<file path="config.mk">
export PLATFORM = sky130hd
export DESIGN_NAME = uart_tx_core
export DESIGN_NICKNAME = d
export VERILOG_FILES = /design/src/rtl/uart_pkg.sv /design/src/rtl/uart_tx_fifo.sv /design/src/rtl/uart_tx_core.sv
export SDC_FILE = /design/constraint.sdc
export NUM_CORES = 1
export LEC_CHECK = 0
export ABC_CLOCK_PERIOD_IN_PS = 4500
export CORE_MARGIN = 2
export CORE_UTILIZATION = 50
export CTS_CLUSTER_DIAMETER = 30
export DETAILED_ROUTE_END_ITERATION = 10
export PLACE_DENSITY_LB_ADDON = 0.1
export SYNTH_ARGS = -nofsm -noshare
export SYNTH_HDL_FRONTEND = slang
export SYNTH_SLANG_ARGS = --single-unit
</file>
<file path="constraint.sdc">
create_clock -name clk_i -period 4.5 [get_ports clk_i]
set_input_delay 0.9 -clock clk_i [delete_from_list [all_inputs] [get_ports clk_i]]
set_output_delay 0.9 -clock clk_i [all_outputs]
set_load 0.02 [all_outputs]
</file>
<file path="src/rtl/uart_pkg.sv">
// rtl/uart_pkg.sv - shared state type, constants and divisor helper for the UART transmitter
package uart_pkg;

  localparam int UART_DATA_BITS = 8;

  typedef enum logic [1:0] {
    IDLE  = 2'd0,
    START = 2'd1,
    DATA  = 2'd2,
    STOP  = 2'd3
  } uart_tx_state_e;

  // Clock cycles per bit, truncated towards zero.
  function automatic int calc_baud_div(input longint clk_hz, input longint baud);
    return int'(clk_hz / baud);
  endfunction

endpackage

</file>
<file path="src/rtl/uart_tx_fifo.sv">
// rtl/uart_tx_fifo.sv - synchronous show-ahead FIFO; occupancy is tracked by a count register
module uart_tx_fifo #(
  parameter int WIDTH = 8,
  parameter int DEPTH = 16,
  localparam int AW = $clog2(DEPTH),
  localparam int CW = $clog2(DEPTH + 1)
) (
  input  logic             clk,
  input  logic             rst,
  input  logic             push,
  input  logic [WIDTH-1:0] wdata,
  input  logic             pop,
  output logic [WIDTH-1:0] rdata,
  output logic [CW-1:0]    count,
  output logic             full,
  output logic             empty
);

  logic [WIDTH-1:0] mem [DEPTH];
  logic [AW-1:0]    wr_ptr;
  logic [AW-1:0]    rd_ptr;
  logic [CW-1:0]    count_q;
  logic             do_push;
  logic             do_pop;

  // Full/empty come from the count, so a wrapped pointer pair is never ambiguous.
  assign full    = (count_q == CW'(DEPTH));
  assign empty   = (count_q == '0);
  assign do_push = push && !full;
  assign do_pop  = pop && !empty;
  assign count   = count_q;
  assign rdata   = mem[rd_ptr];

  always_ff @(posedge clk or posedge rst) begin
    if (rst) begin
      wr_ptr  <= '0;
      rd_ptr  <= '0;
      count_q <= '0;
    end else begin
      if (do_push) wr_ptr <= wr_ptr + AW'(1);
      if (do_pop)  rd_ptr <= rd_ptr + AW'(1);
      case ({do_push, do_pop})
        2'b10:   count_q <= count_q + CW'(1);
        2'b01:   count_q <= count_q - CW'(1);
        default: count_q <= count_q;
      endcase
    end
  end

  always_ff @(posedge clk) begin
    if (do_push) mem[wr_ptr] <= wdata;
  end

endmodule

</file>
<file path="src/rtl/uart_tx_core.sv">
// rtl/uart_tx_core.sv - FIFO-buffered 8N1/8N2 UART transmitter with registered serial output
module uart_tx_core
  import uart_pkg::*;
#(
  parameter int CLK_FREQ_HZ = 50_000_000,
  parameter int BAUD_RATE   = 9600,
  parameter int FIFO_DEPTH  = 16,
  parameter int STOP_BITS   = 1
) (
  input  logic                              clk_i,
  input  logic                              reset_i,
  input  logic [7:0]                        tx_data_i,
  input  logic                              tx_valid_i,
  output logic                              tx_ready_o,
  output logic [$clog2(FIFO_DEPTH+1)-1:0]   fifo_count_o,
  output logic                              busy_o,
  output logic                              tx_o
);

  localparam int DIV = calc_baud_div(CLK_FREQ_HZ, BAUD_RATE);
  localparam int BW  = (DIV >= 2) ? $clog2(DIV) : 1;
  localparam logic [BW-1:0] BAUD_LAST = BW'(DIV - 1);
  localparam logic [2:0]    DATA_LAST = 3'(UART_DATA_BITS - 1);
  localparam logic [2:0]    STOP_LAST = 3'(STOP_BITS - 1);

  if (DIV < 2) begin : g_chk_div
    $error("uart_tx_core: baud divisor %0d must be at least 2", DIV);
  end
  if ((STOP_BITS != 1) && (STOP_BITS != 2)) begin : g_chk_stop
    $error("uart_tx_core: STOP_BITS=%0d must be 1 or 2", STOP_BITS);
  end
  if ((FIFO_DEPTH < 2) || ((FIFO_DEPTH & (FIFO_DEPTH - 1)) != 0)) begin : g_chk_depth
    $error("uart_tx_core: FIFO_DEPTH=%0d must be a power of two >= 2", FIFO_DEPTH);
  end

  uart_tx_state_e            state;
  logic [UART_DATA_BITS-1:0] shift;
  logic [BW-1:0]             baud_cnt;
  logic [2:0]                bit_cnt;
  logic                      tx_q;
  logic                      busy_q;

  logic       fifo_full;
  logic       fifo_empty;
  logic       fifo_pop;
  logic [7:0] fifo_rdata;
  logic       baud_end;
  logic       stop_end;

  assign tx_ready_o = !fifo_full;
  assign tx_o       = tx_q;
  assign busy_o     = busy_q;

  assign baud_end = (baud_cnt == BAUD_LAST);
  assign stop_end = (state == STOP) && baud_end && (bit_cnt == STOP_LAST);
  // Pop from IDLE, or at the very end of the stop period so the next start bit follows with no gap.
  assign fifo_pop = !fifo_empty && ((state == IDLE) || stop_end);

  uart_tx_fifo #(
    .WIDTH (8),
    .DEPTH (FIFO_DEPTH)
  ) u_fifo (
    .clk   (clk_i),
    .rst   (reset_i),
    .push  (tx_valid_i),
    .wdata (tx_data_i),
    .pop   (fifo_pop),
    .rdata (fifo_rdata),
    .count (fifo_count_o),
    .full  (fifo_full),
    .empty (fifo_empty)
  );

  always_ff @(posedge clk_i or posedge reset_i) begin
    if (reset_i) begin
      state    <= IDLE;
      shift    <= '0;
      baud_cnt <= '0;
      bit_cnt  <= '0;
      tx_q     <= 1'b1;
      busy_q   <= 1'b0;
    end else begin
      case (state)
        IDLE: begin
          if (fifo_pop) begin
            shift    <= fifo_rdata;
            baud_cnt <= '0;
            bit_cnt  <= '0;
            tx_q     <= 1'b0;
            busy_q   <= 1'b1;
            state    <= START;
          end
        end

        START: begin
          if (baud_end) begin
            baud_cnt <= '0;
            tx_q     <= shift[0];
            state    <= DATA;
          end else begin
            baud_cnt <= baud_cnt + BW'(1);
          end
        end

        DATA: begin
          if (baud_end) begin
            baud_cnt <= '0;
            shift    <= shift >> 1;
            if (bit_cnt == DATA_LAST) begin
              bit_cnt <= '0;
              tx_q    <= 1'b1;
              state   <= STOP;
            end else begin
              bit_cnt <= bit_cnt + 3'd1;
              tx_q    <= shift[1];
            end
          end else begin
            baud_cnt <= baud_cnt + BW'(1);
          end
        end

        STOP: begin
          if (baud_end) begin
            baud_cnt <= '0;
            if (bit_cnt == STOP_LAST) begin
              bit_cnt <= '0;
              if (fifo_pop) begin
                shift <= fifo_rdata;
                tx_q  <= 1'b0;
                state <= START;
              end else begin
                busy_q <= 1'b0;
                state  <= IDLE;
              end
            end else begin
              bit_cnt <= bit_cnt + 3'd1;
            end
          end else begin
            baud_cnt <= baud_cnt + BW'(1);
          end
        end

        default: begin
          tx_q   <= 1'b1;
          busy_q <= 1'b0;
          state  <= IDLE;
        end
      endcase
    end
  end

endmodule

</file>
==> parameters.txt, run 1 <==
Parameter                              Value

Run status
  Status ... complete, no violations

Yosys
  Netlist cell types ... 56
  Sequential share of the synthesized area ... 0.651
  Cell count after synthesis ... 502
  Cells taking the most area after synthesis ... edfxtp_1, dfrtp_1, mux4_2, mux2i_1, ha_1
  Area share of the leading cell type in the synthesized netlist ... 0.513
  Mux cell area share after synthesis ... 0.116
  Fraction of synthesized cell area in xor and xnor cells ... 0.0129
  Number of enable-type register cells in the synthesized netlist ... between 100 and 150
  Syn_nets ... 531
  Share of synthesized registers carrying an async set or reset ... 0.243
  Synth Area in Simple Gates ... 0.0923
  Avg Inst Size Synth ... between 10 and 15 sq um
  Main combinational cell family by area after synthesis ... multiplexers
  Yosys top cell by area ... edfxtp_1
  Share of synthesized cell area in full adder, half adder and majority cells ... 0.0301
  Cell area after synthesis ... ~7500 sq um
  Post-synth top flop ... edfxtp_1
  Count of state elements after synthesis ... 169
  Area fraction in compound gates after synthesis ... 0.0762
  Count of warnings emitted by yosys ... 0

Critical path
  Worst-path maximum fanout ... 9
  Critical Path AT ... just over 4000 ps
  Critical path start-end classification ... register to register
  Required time worst endpoint ... 4790 ps
  Kind of capture point of the worst setup path ... register
  Category of the worst setup path launch point ... register

Timing
  Max-slew violation total from the final report ... 0
  Setup repair after global routing missed its margin ... false
  Setup tns final ... 0 ps
  Worst max-slew margin expressed relative to the limit ... 0.242
  Post-route minimum period ... approximately 3800 ps
  Total count of hold-check failures in the final report ... 0
  Minimum hold slack ... around 500 ps
  Number of setup violations in the final report ... 0
  Worst Clk Skew ... 8.01 ps
  Period utilization ... 0.841
  Slew at the pin with the worst max-slew slack ... approximately 1100 ps
  Achievable frequency ... between 200 and 300 MHz

Clock network
  Post CTS Setup Buffer Count ... 0
  Buffers from clock root to sink, at most ... 2
  Num Clock Sinks ... around 170
  Buffer cell driving the clock tree root ... clkbuf_16
  H-tree lvl count ... 4
  Clock edge transition at the registers on the reported setup and hold paths ... roughly 70 ps
  Inserted Clock Buffers ... 17
  CTS tree ... yes
  Post-CTS Hold Buffers ... 0
  Clock insertion delay at the later pin of the skew report ... 430 ps
  Number of instances resized during post-cts repair ... 0

Die
  Area of the core region ... ~15000 sq um
  Row cnt ... between 40 and 50
  Width of the die ... 126 um
  Boundary pin count ... 19
  Area enclosed by the die boundary ... 16000 sq um
  Die boundary height ... roughly 130 um
  Initial standard-cell utilization of the core ... 0.513

Route
  Vias per cell ... around 6.0
  Number of detailed-route iterations in the first pass ... 5
  Total via count in the routed design ... roughly 4300
  Total wire length after detailed routing ... around 16000 um
  Antenna-violating nets left ... 0
  DRC violation count after routing ... 0
  Routed wirelength normalized by instance count ... roughly 22 um
  DRT iter0 DRCs ... 478

Hold path
  Tightest Hold Check Type ... register to register

Power
  Max rail drop VDD ... about 0.00033 V
  Leakage power figure ... 3.02 nW
  Power density over cell area ... around 650 nW/um^2

Job
  Maxcap violations ... 0

Cells and area
  Filler cell count ... between 1000 and 1500
  # nets final ... approximately 550
  Antenna diode count ... 0
  Signed area change from the synthesized netlist to the final layout ... 12.9%
  Fraction of layout instances using a drive strength above 1 ... 0.152
  Most common cell after layout, fill and taps aside ... edfxtp_1
  Most frequent cells in the layout ... edfxtp_1, dfrtp_1, mux2i_1

Global routing
  Global-route wire length before repair ... around 25000 um
  Vias in the first global route ... approximately 4400
  Global Route Usage Sum ... 0.210
  Maximum number of pins on one net before global-route repair ... 47
  Congestion Overflow GR ... 0
  Number of antenna violations at the first check in global routing ... 0

Place
  Post-detailed-placement half-perimeter wirelength ... about 10000 um
  Count of buffers from port buffering ... 18
  Placer's final routability congestion estimate ... ~0.84
logic make-up after synthesis:
logic type / after synthesis
adder cells (fa/ha/maj): 18
AO/OA/AOI/OAI: 81
multiplexers: 63
XOR/XNOR: 11
buffers and inverters: 41
AND/OR/NAND/NOR: 119
flip-flops: 169
cells in the mapped netlist (2+ instances only):
master,instances
nor2b_1,8
mux4_2,18
clkbuf_1,20
and4_1,5
nand2b_1,3
mux2_2,11
a22oi_1,14
nand3_1,20
o31ai_1,6
nand4b_1,2
nor4b_1,2
o21ai_0,24
edfxtp_1,128
ha_1,18
and2_1,4
a211oi_1,3
and3_1,12
a31oi_1,4
xnor2_1,8
inv_1,12
nand2_1,23
buf_1,7
xor2_1,3
nor2_1,11
mux2i_1,34
a32oi_1,7
a21oi_1,9
nor3b_1,7
dfrtp_1,40
or3_1,3
nand3b_1,7
nand4_1,4
o41ai_1,2
flip-flops by register name, summed over array words and instances, names as in the netlist:
signal and count:
u_fifo.count 5, u_fifo.rd_ptr 4, u_fifo.wr_ptr 4, baud_cnt 13, busy_o 1, u_fifo.mem 128, shift 8, state 2
tx_o 1, bit_cnt 3
power breakdown:
| part | leakage, nW | switching (W) | internal, W |
|---|---|---|---|
| Clock | 0.265 | 0.000656 | 0.000729 |
| Sequential | 1.66 | 0.000326 | 0.00195 |
| Combinational | 1.09 | 0.000942 | 0.000860 |
routing by layer:
metal | GRT usage | vias to the layer above | share of wire
met5 | 0 | - | 0
met1 | 0.282 | 2187 | 0.44
met4 | 0.0756 | 0 | 0.024
met3 | 0.0447 | 25 | 0.040
met2 | 0.343 | 105 | 0.49
li1 | - | 2004 | -
worst paths after layout:
path	start	slack, ps	to	cells past startpoint
max in group asynchronous	reset_i	3030	tx_o	3
max reg2reg	baud_cnt[3]	720	u_fifo.count[4]	11
min reg2reg	baud_cnt[12]	500	baud_cnt[12]	1
max	baud_cnt[3]	720	u_fifo.count[4]	11
min in group asynchronous	reset_i	720	baud_cnt[2]	2
min	baud_cnt[12]	500	baud_cnt[12]	1
worst max-delay path, cell delays in order (launching register included):
cell      delay [ps]
dfrtp_1          460
or4b_1           520
or4_1            640
a21boi_4         380
nand2_1          110
xnor2_1          130
ha_1             210
nor2b_1          160
nor3b_1          460
a211oi_1         170
nor4bb_1         300
nand4_1          120
per-stage QoR:
step | worst slack, ps | cells | cell area [sq um] | utilization | power (W)
after floorplan | 1120 | 502 | 7490 | - | 0.00356
after detailed placement | 738 | 690 | 7890 | 0.541 | 0.00412
after CTS | 734 | 722 | 8450 | 0.579 | 0.00550
after global routing | 486 | 722 | 8450 | 0.579 | 0.00577
final | 715 | 722 | 8450 | 0.579 | 0.00546
after global placement | 877 | 690 | 7890 | 0.541 | 0.00408
area by class of cell:
type,instances,area (sq um),share of cell area
flip-flops and latches,169,4870,0.576
multi-input cells,292,2450,0.290
clock buffers,17,425,0.0503
repair buffers,33,293,0.0346
well taps,184,230,0.0272
clock inverters,15,135,0.0160
inverters,12,45.0,0.00533
No activity file was read; power rests on OpenSTA's default activity.
==> run 2: changes to the inputs <==
- ABC_CLOCK_PERIOD_IN_PS: 4500 -> 3900
- clock period: 4.5 -> 3.9 ns (I/O delays scaled with it)
==> run 2 against run 1 <==
Design area grew 0.56%. Via count is 0.12% higher. Core utilization grew 0.33 points. Non-clock buffer count did not move. First-iteration DRC count down 43%. Wire length is 1.9% lower. Die area unchanged. Critical path depth unchanged. Clock power grew 22%. Cell count unchanged. Sequential power grew 13%. Total power is 17% higher.
==> parameters.txt, run 2 (synthesis gave the netlist of run 1 again) <==
Parameter                              Value

Critical path
  Worst path bufs/invs ... 0 (unchanged)
  Worst-path cell with the longest stage delay ... or4_1
  Category of the worst setup path launch point ... register
  Reg2Reg Capture Point ... u_fifo.count[4]
  Register-to-register setup slack ... 350 ps (-370 ps)
  Worst-path maximum fanout ... 8 (-1)
  Worst setup path end ... u_fifo.count[4]
  Cell count along the critical path ... 11 (unchanged)
  Critical path start-end classification ... register to register
  Reg2reg start ... baud_cnt[3]
  Delay of the slowest critical-path stage ... 640 ps (about the same)
  Critical Path AT ... 3850 ps (-230 ps)
  R2R cell count ... 11 (unchanged)
  Cells along the critical path ... or4b_1 -> or4_1 -> a21boi_4 -> nand2_1 -> xnor2_1 -> ha_1 -> nor2b_1 -> nor3b_1 -> a211oi_1 -> nor4bb_1 -> nand4_1
  Kind of cell adding the most delay to the critical path ... simple AND/OR/NAND/NOR gates
  Required time worst endpoint ... 4200 ps (-590 ps)
  Kind of capture point of the worst setup path ... register
  Start point of the critical path ... baud_cnt[3]

Timing
  Setup repair after global routing missed its margin ... false
  Total count of hold-check failures in the final report ... 0 (unchanged)
  Period utilization ... 0.911 (+0.0703)
  Slew at the pin with the worst max-slew slack ... 966 ps (-171 ps)
  Achievable frequency ... 281 MHz (+6.5%)
  Worst Clk Skew ... 7.96 ps (-0.0427 ps)
  Post-route minimum period ... 3550 ps (-231 ps)
  Worst max-slew margin expressed relative to the limit ... 0.352 (+0.110)
  Number of setup violations in the final report ... 0 (unchanged)
  Max-slew violation total from the final report ... 0 (unchanged)
  Setup tns final ... 0 ps (unchanged)
  Minimum hold slack ... 504 ps (+5.52 ps)

Route
  Routed wirelength normalized by instance count ... 21.4 um (-1.9%)
  Total wire length after detailed routing ... 15500 um (-1.9%)
  DRT iter0 DRCs ... 273 (-43%)
  Vias per cell ... 5.99 (+0.12%)
  Metal2 WL ... 7970 um (+3.1%)
  Wire length the detailed router placed on met1 ... 6560 um (-6.5%)
  Highest metal layer with signal wires ... met4
  Total via count in the routed design ... 4326 (+0.12%)
  Met3 Routed Length ... 661 um (+4.8%)
  Number of detailed-route iterations in the first pass ... 5 (unchanged)
  Antenna-violating nets left ... 0 (unchanged)
  DRC violation count after routing ... 0 (unchanged)

Power
  Switching share of total power ... 0.350 (-0.00209)
  Combinational cell fraction of total power ... 0.335 (+0.005)
  Max rail drop VDD ... 0.000557 V (+71%)
  Total net switching power ... 0.00224 W (+16%)
  Proportion of power drawn by the clock network ... 0.264 (+0.010)
  Power density over cell area ... 752 nW/um^2 (+16%)
  Leakage power figure ... 3.05 nW (+0.99%)
  Sequential share of power ... 0.401 (-0.015)
  Post-layout power ... 0.00639 W (+17%)
  Internal ... 0.00415 W (+17%)

Die
  Width of the die ... 126 um (unchanged)
  Die boundary height ... 126 um (unchanged)
  Area of the core region ... 14600 sq um (unchanged)
  Area enclosed by the die boundary ... 16000 sq um (unchanged)
  Row cnt ... 44 (unchanged)
  Boundary pin count ... 19 (unchanged)
  Initial standard-cell utilization of the core ... 0.513 (unchanged)

Clock network
  CTS tree ... yes
  Inserted Clock Buffers ... 17 (unchanged)
  Clock insertion delay at the later pin of the skew report ... 430 ps (about the same)
  Num Clock Sinks ... 169 (unchanged)
  Post CTS Setup Buffer Count ... 0 (unchanged)
  H-tree lvl count ... 4 (unchanged)
  Post-CTS Hold Buffers ... 0 (unchanged)
  Buffers from clock root to sink, at most ... 2 (unchanged)
  Number of instances resized during post-cts repair ... 0 (unchanged)
  Buffer cell driving the clock tree root ... clkbuf_16
  Clock edge transition at the registers on the reported setup and hold paths ... 70 ps (about the same)

Cells and area
  Fraction of layout instances using a drive strength above 1 ... 0.152 (unchanged)
  Filler cell count ... 1108 (-1.7%)
  Regs by FF count ... u_fifo.mem: 128 flops, baud_cnt: 13 flops, shift: 8 flops
  Antenna diode count ... 0 (unchanged)
  Signed area change from the synthesized netlist to the final layout ... 13.6%
  Most common cell after layout, fill and taps aside ... edfxtp_1
  Number of flip-flops under the largest register name ... 128 (unchanged)
  Most flops, register ... u_fifo.mem
  Most frequent cells in the layout ... edfxtp_1, dfrtp_1, mux2i_1
  # nets final ... 554 (unchanged)

Job
  Maxcap violations ... 0 (unchanged)

Global routing
  Maximum number of pins on one net before global-route repair ... 26 (-45%)
  Vias in the first global route ... 4544 (+3.2%)
  Global Route Usage Sum ... 0.207 (-0.00316)
  Global-route wire length before repair ... 24900 um (-1.1%)
  Number of antenna violations at the first check in global routing ... 0 (unchanged)
  Congestion Overflow GR ... 0 (unchanged)

Hold path
  Tightest Hold Check Type ... register to register

Place
  Placer's final routability congestion estimate ... 0.809 (-4.1%)
  Count of buffers from port buffering ... 18 (unchanged)
  Post-detailed-placement half-perimeter wirelength ... 10400 um (-0.19%)

Run status
  Status ... complete, no violations
-- run 2: cell types whose count changed in the layout (fill, tap and decap cells not counted), sizes merged --
| cell | previous run | this run |
|---|---|---|
| bufinv | 0 | 1 |
| inv | 19 | 17 |
| clkinvlp | 4 | 0 |
| clkinv | 4 | 8 |
| clkbuf | 17 | 18 |
-- run 2: power by group through the flow --
stage               Clock [W]  Sequential [W]  Combinational, W
floorplan                   0         0.00245           0.00166
global placement            0         0.00258           0.00211
detailed placement          0         0.00260           0.00215
CTS                   0.00173         0.00256           0.00216
global route          0.00181         0.00261           0.00235
finish                0.00169         0.00256           0.00214
-- run 2: how the worst min path moves through the flow --
stage,from,endpoint,cells past startpoint
6_report,baud_cnt[12],baud_cnt[12],1
5_1_grt,baud_cnt[10],baud_cnt[10],1
4_1_cts,baud_cnt[12],baud_cnt[12],1
3_5_place_dp,baud_cnt[12],baud_cnt[12],1
3_3_place_gp,baud_cnt[10],baud_cnt[10],1
2_1_floorplan,baud_cnt[12],baud_cnt[12],1
-- run 2: layout make-up --
class	count	area, sq um	share of cell area
Sequential cell	169	4870	0.573
Multi-Input combinational cell	292	2450	0.288
Clock buffer	18	429	0.0505
Timing Repair Buffer	33	293	0.0344
Tap cell	184	230	0.0271
Clock inverter	14	179	0.0210
Inverter	12	45.0	0.00530
-- run 2: routing by layer --
| metal | global-route usage | up-vias |
|---|---|---|
| li1 | - | 2015 |
| met1 | 0.259 | 2173 |
| met2 | 0.355 | 112 |
| met3 | 0.0557 | 26 |
| met4 | 0.0646 | 0 |
| met5 | 0 | - |
-- run 2: metrics by stage --
step | cell area [sq um] | setup WS [ps] | utilization | cells
after detailed placement | 7890 | 393 | 0.541 | 690
after floorplan | 7490 | 516 | - | 502
after global routing | 8500 | 138 | 0.583 | 722
after global placement | 7890 | 544 | 0.541 | 690
after CTS | 8500 | 382 | 0.583 | 722
final | 8500 | 346 | 0.583 | 722
